File: config.mk
export PLATFORM = sky130hd
export DESIGN_NAME = mmu_feeder_n
export DESIGN_NICKNAME = d
export VERILOG_FILES = /design/src/rtl/mmu_feeder_n.sv
export SDC_FILE = /design/constraint.sdc
export NUM_CORES = 1
export LEC_CHECK = 0
export CAP_MARGIN = 20
export CORE_ASPECT_RATIO = 0.75
export CORE_MARGIN = 2
export CORE_UTILIZATION = 31
export CTS_CLUSTER_SIZE = 12
export DETAILED_ROUTE_END_ITERATION = 7
export RECOVER_POWER = 25
export SYNTH_ARGS = -nofsm -noshare
export SYNTH_HDL_FRONTEND = slang
export SYNTH_SLANG_ARGS = --single-unit
File: constraint.sdc
create_clock -name clk -period 9.1 [get_ports clk]
set_clock_uncertainty 0.15 [all_clocks]
set_input_delay 0.91 -clock clk [delete_from_list [all_inputs] [get_ports clk]]
set_output_delay 0.91 -clock clk [all_outputs]
set_load 0.05 [all_outputs]
File: src/rtl/mmu_feeder_n.sv
// Operand feeder and result streamer for an N x N systolic matrix unit.
// Optional transposed input feed is enabled by defining MMU_FEEDER_N_TRANSPOSE_EN.
module mmu_feeder_n #(
  parameter int N    = 2,
  parameter int DW   = 8,
  parameter int ACCW = 16
) (
  input  logic                  clk,
  input  logic                  rst_n,
  input  logic                  start,
  input  logic                  transpose,
  input  logic [N*N*DW-1:0]     weights,
  input  logic [N*N*DW-1:0]     inputs,
  input  logic [N*N*ACCW-1:0]   c_flat,
  output logic [N*DW-1:0]       a_data,
  output logic [N*DW-1:0]       b_data,
  output logic                  clear,
  output logic                  out_valid,
  input  logic                  out_ready,
  output logic [DW-1:0]         out_data,
  output logic                  busy,
  output logic                  done
);

  localparam int CW = $clog2(N*N) + 1;
  localparam logic [CW-1:0] FEED_LAST  = CW'(2*N-2);
  localparam logic [CW-1:0] DRAIN_LAST = CW'(N-1);
  localparam logic [CW-1:0] OUT_LAST   = CW'(N*N-1);
  localparam logic signed [ACCW-1:0] SAT_MAX = {{(ACCW-DW+1){1'b0}}, {(DW-1){1'b1}}};
  localparam logic signed [ACCW-1:0] SAT_MIN = {{(ACCW-DW+1){1'b1}}, {(DW-1){1'b0}}};

  typedef enum logic [2:0] {IDLE, FEED, DRAIN, OUT, CLR} state_t;

  state_t                 state, state_nx;
  logic [CW-1:0]          cnt, cnt_nx;
  logic [N*N*DW-1:0]      w_q, x_q;
  logic                   done_q;
  logic                   capture;
  logic signed [ACCW-1:0] c_sel;
  int                     d;

`ifdef MMU_FEEDER_N_TRANSPOSE_EN
  logic tr_q;
`else
  logic unused_transpose;
  assign unused_transpose = transpose;
`endif

  always_ff @(posedge clk or negedge rst_n) begin
    if (!rst_n) begin
      state  <= IDLE;
      cnt    <= '0;
      w_q    <= '0;
      x_q    <= '0;
      done_q <= 1'b0;
`ifdef MMU_FEEDER_N_TRANSPOSE_EN
      tr_q   <= 1'b0;
`endif
    end else begin
      state  <= state_nx;
      cnt    <= cnt_nx;
      done_q <= (state == CLR);
      if (capture) begin
        w_q <= weights;
        x_q <= inputs;
`ifdef MMU_FEEDER_N_TRANSPOSE_EN
        tr_q <= transpose;
`endif
      end
    end
  end

  // cnt is the FEED cycle index k, the DRAIN cycle, or the OUT result index
  always_comb begin
    state_nx = state;
    cnt_nx   = cnt;
    capture  = 1'b0;
    case (state)
      IDLE: if (start) begin
        state_nx = FEED;
        cnt_nx   = '0;
        capture  = 1'b1;
      end
      FEED: if (cnt == FEED_LAST) begin
        state_nx = DRAIN;
        cnt_nx   = '0;
      end else begin
        cnt_nx = cnt + 1'b1;
      end
      DRAIN: if (cnt == DRAIN_LAST) begin
        state_nx = OUT;
        cnt_nx   = '0;
      end else begin
        cnt_nx = cnt + 1'b1;
      end
      OUT: if (out_ready) begin
        if (cnt == OUT_LAST) begin
          state_nx = CLR;
          cnt_nx   = '0;
        end else begin
          cnt_nx = cnt + 1'b1;
        end
      end
      CLR:     state_nx = IDLE;
      default: state_nx = IDLE;
    endcase
  end

  // Skewed feed: lane i carries element (k - i) of its row/column, zero outside the window
  always_comb begin
    a_data = '0;
    b_data = '0;
    d      = 0;
    if (state == FEED) begin
      for (int unsigned i = 0; i < N; i++) begin
        d = int'(cnt) - int'(i);
        if (d >= 0 && d < N) begin
          a_data[i*DW +: DW] = w_q[(int'(i)*N + d)*DW +: DW];
`ifdef MMU_FEEDER_N_TRANSPOSE_EN
          if (tr_q)
            b_data[i*DW +: DW] = x_q[(int'(i)*N + d)*DW +: DW];
          else
            b_data[i*DW +: DW] = x_q[(d*N + int'(i))*DW +: DW];
`else
          b_data[i*DW +: DW] = x_q[(d*N + int'(i))*DW +: DW];
`endif
        end
      end
    end
  end

  always_comb begin
    c_sel     = '0;
    out_valid = 1'b0;
    out_data  = '0;
    if (state == OUT) begin
      c_sel     = c_flat[int'(cnt)*ACCW +: ACCW];
      out_valid = 1'b1;
      if (c_sel > SAT_MAX)
        out_data = SAT_MAX[DW-1:0];
      else if (c_sel < SAT_MIN)
        out_data = SAT_MIN[DW-1:0];
      else
        out_data = c_sel[DW-1:0];
    end
    clear = (state == CLR);
    busy  = (state != IDLE);
    done  = done_q;
  end

endmodule

==> flow_summary_export.csv <==
group,metric,value,unit
die,fp.dieArea,14100,µm²
die,start_util,31.6,%
synthesis,postSynthAreaPerCell,13.1,µm²
detailed_routing,post_drt_wl_per_cell,16.8,µm
synthesis,synth.most_common_cell,"dfrtp_1",
timing,worst_pin_slew,3.85,ns
synthesis,ys_seq_area_share,43.5,%
timing,hold_viol,0,
critical_path,cp-start-kind,"flip-flop",
pwr,p_per_area,310,nW/µm²
timing,fin_setup_tns,0,ns
timing,rsz0062_at_grt,"false",
critical_path,worst-endpoint-arrival,4.50,ns
pwr,swShare,37.4,%
critical_path,path_max_fanout,53,
clock_tree,cts_buffers,9,
synthesis,yosysTopAreaCellShare,43.5,%
die,ios,177,
grt,met3_usage,5.07,%
timing,final.period_utilization,61.1,%
die,die_x,136,µm
timing,min_period,5.56,ns
synthesis,synth_top_cell_by_area,"dfrtp_1",
clock_tree,htreeDepth,3,
grt,grt_max_degree,72,
timing,postLayoutSetupSlackWorst,3.54,ns
timing,drv_slew,72,
place,pre_cts_ws,3.80,ns
critical_path,endpoint_kind,"output port",
pwr,share_comb_of_total_power,48.7,%
cells_and_area,drive_above_1_share,21.4,%
timing,fmax,180,MHz
detailed_routing,routed_wl,11000,µm
pwr,p_switching,0.000722,W
pwr,pwr-share-clk,18.1,%
place,port_buffers,175,
grt,use_met2,26.4,%
synthesis,yosys-top-cells-count,"dfrtp_1 (71), mux2_2 (61), nor2_1 (29), mux2i_1 (25), mux4_2 (22)",
detailed_routing,first_iter_violations,105,
clock_tree,cts_tree,"yes",
synthesis,syn_inst,312,
clock_tree,cts_sinks,71,
timing,relSlewSlack,-156,%
critical_path,crit_type,"reg -> out",
die,core,12900,µm²
detailed_routing,vias,3129,
grt,grtUsageTotal,16.2,%
detailed_routing,firstDrtPassIters,4,
cells_and_area,fin_nets,622,
detailed_routing,vias_per_cell,4.76,
place,routabilityCongestion,0.775,
timing,setup_viol,0,
critical_path,r2r-end,"state[0]",
die,die_height,103,µm
synthesis,synth_nets,453,
critical_path,regToRegSetupSlack,6.32,ns
critical_path,cp.required,8.04,ns
clock_tree,post_cts_resized,0,
critical_path,ff2ff_path_depth,6,
detailed_routing,ant_nets,0,
pwr,power_frac_seq,33.2,%
cells_and_area,antenna_cells,0,
pwr,vdd_drop_max,127,µV
job,maxCapViolCount,1,
synthesis,ys.flop_type,"dfrtp_1",
cells_and_area,area_growth_syn_to_layout,52.4,%
grt,overflow,0,
grt,grt_first_pass_wirelength,17300,µm
cells_and_area,fillCellCount,1145,
clock_tree,clk_pin_slew,0.06,ns
pwr,internal_power,0.00121,W
grt,antenna_found_initial,0,
grt,grt_busiest_layer,"met2",
clock_tree,clock_latency,0.33,ns
min_path,hold_depth,1,
synthesis,syn-cell-area,4080,µm²
clock_tree,post_cts_buffers,0,
place,hpwl,8090,µm
critical_path,r2r-start,"cnt[0]",
synthesis,synthTopCellsByArea,"dfrtp_1 (44%), mux2_2 (17%), mux4_2 (12%)",
detailed_routing,route.detailed.drc,0,
clock_tree,max-clock-path-buffers,2,
grt,grt_pass1_vias,3297,
outcome,status,"finished with violations",
die,rows,36,
cells_and_area,fin_util,48.1,%
synthesis,yosysWarnings,0,
synthesis,ys_types,42,
critical_path,cp-startpoint,"cnt[0]",
clock_tree,clockRootBuffer,"clkbuf_16",
synthesis,synth_edf_count,0,
synthesis,synthArstFlopShare,100,%
min_path,hold_end,"x_q[21]",
clock_tree,postCtsHoldBufs,0,
min_path,worstHoldStart,"x_q[21]",
grt,met1_usage,21.2,%
min_path,hp-class,"reg -> reg",
pwr,power_leakage,2.41,nW
synthesis,ys_ff_latch,71,
outcome,violations,"max-capacitance violations, max-slew violations",
final cells by class:
cell class | count | area, µm² | share of cell area (%)
clock buffer | 13 | 250 | 4.02
multi-input combinational | 212 | 2140 | 34.4
timing repair buffer | 176 | 1750 | 28.2
sequential | 71 | 1780 | 28.6
inverter | 11 | 41.3 | 0.664
clock inverter | 3 | 42.5 | 0.684
tap | 171 | 214 | 3.44
state kept, by name (all words and copies together) (netlist names):
register and count:
x_q 32, cnt 3, w_q 32, done 1, state 3
power by group through the flow:
| stage | logic (W) | clock network [W] | registers [W] |
|---|---|---|---|
| after global routing | 0.00102 | 0.000372 | 0.000675 |
| after CTS | 0.000953 | 0.000362 | 0.000645 |
| after detailed placement | 0.000949 | 0 | 0.000650 |
| after floorplan | 0.000794 | 0 | 0.000547 |
| final | 0.000939 | 0.000349 | 0.000641 |
| after global placement | 0.000932 | 0 | 0.000641 |
critical path: stages, from the launching register on:
cell and delay (ns):
dfrtp_4 1.03, inv_1 0.22, ha_1 0.66, inv_1 0.18
nor3_1 0.23, ha_1 0.20, nand4b_1 0.44, and2b_1 0.37
clkdlybuf4s50_1 0.80
cells in the final DEF, fill, tap and decap left out, types with 3 or more instances in the layout:
master,instances
clkdlybuf4s50_1,174
mux2i_1,25
clkbuf_1,4
mux2_1,4
o21ai_1,7
dfrtp_1,70
nand4_1,3
mux2_2,61
nand2_1,12
nor2b_1,9
inv_1,11
nor2_1,29
mux4_2,22
clkbuf_16,9
nor3_1,4
ha_1,8
kinds of logic (layout without fill, tap and decap cells):
kind of cell,Yosys count,count (layout),share of synthesized area (%)
AO/OA/AOI/OAI,21,21,3.80
XOR/XNOR,2,2,0.429
adder cells (fa/ha/maj),8,8,2.45
buffers and inverters,29,203,4.11
flip-flops,71,71,43.5
multiplexers,114,114,37.5
AND/OR/NAND/NOR,67,67,8.16
per-stage QoR:
step	area (µm²)	power, W	std cells	hold WS [ns]
3_5_place_dp	5930	0.00160	641	0.327
6_report	6220	0.00193	657	0.342
5_1_grt	6220	0.00207	657	0.360
4_1_cts	6220	0.00196	657	0.349
3_3_place_gp	5930	0.00157	641	0.321
2_1_floorplan	4080	0.00134	312	0.308
worst max path at each step:
stage | cells after the start | slack (ns) | endpoint
3_5_place_dp | 8 | 3.80 | a_data[14]
4_1_cts | 8 | 3.42 | a_data[14]
3_3_place_gp | 8 | 3.88 | a_data[14]
2_1_floorplan | 11 | 5.00 | a_data[10]
6_report | 8 | 3.54 | a_data[14]
5_1_grt | 8 | 3.13 | a_data[11]
per-layer routing:
metal | part of all wire [%] | wire length, µm | vias to the layer above
met5 | 0 | 0 | -
met4 | 0.94 | 103 | 0
met3 | 6.1 | 672 | 10
met2 | 47 | 5140 | 77
met1 | 46 | 5090 | 1555
li1 | - | - | 1487
Power figures use the tool's default switching activity.
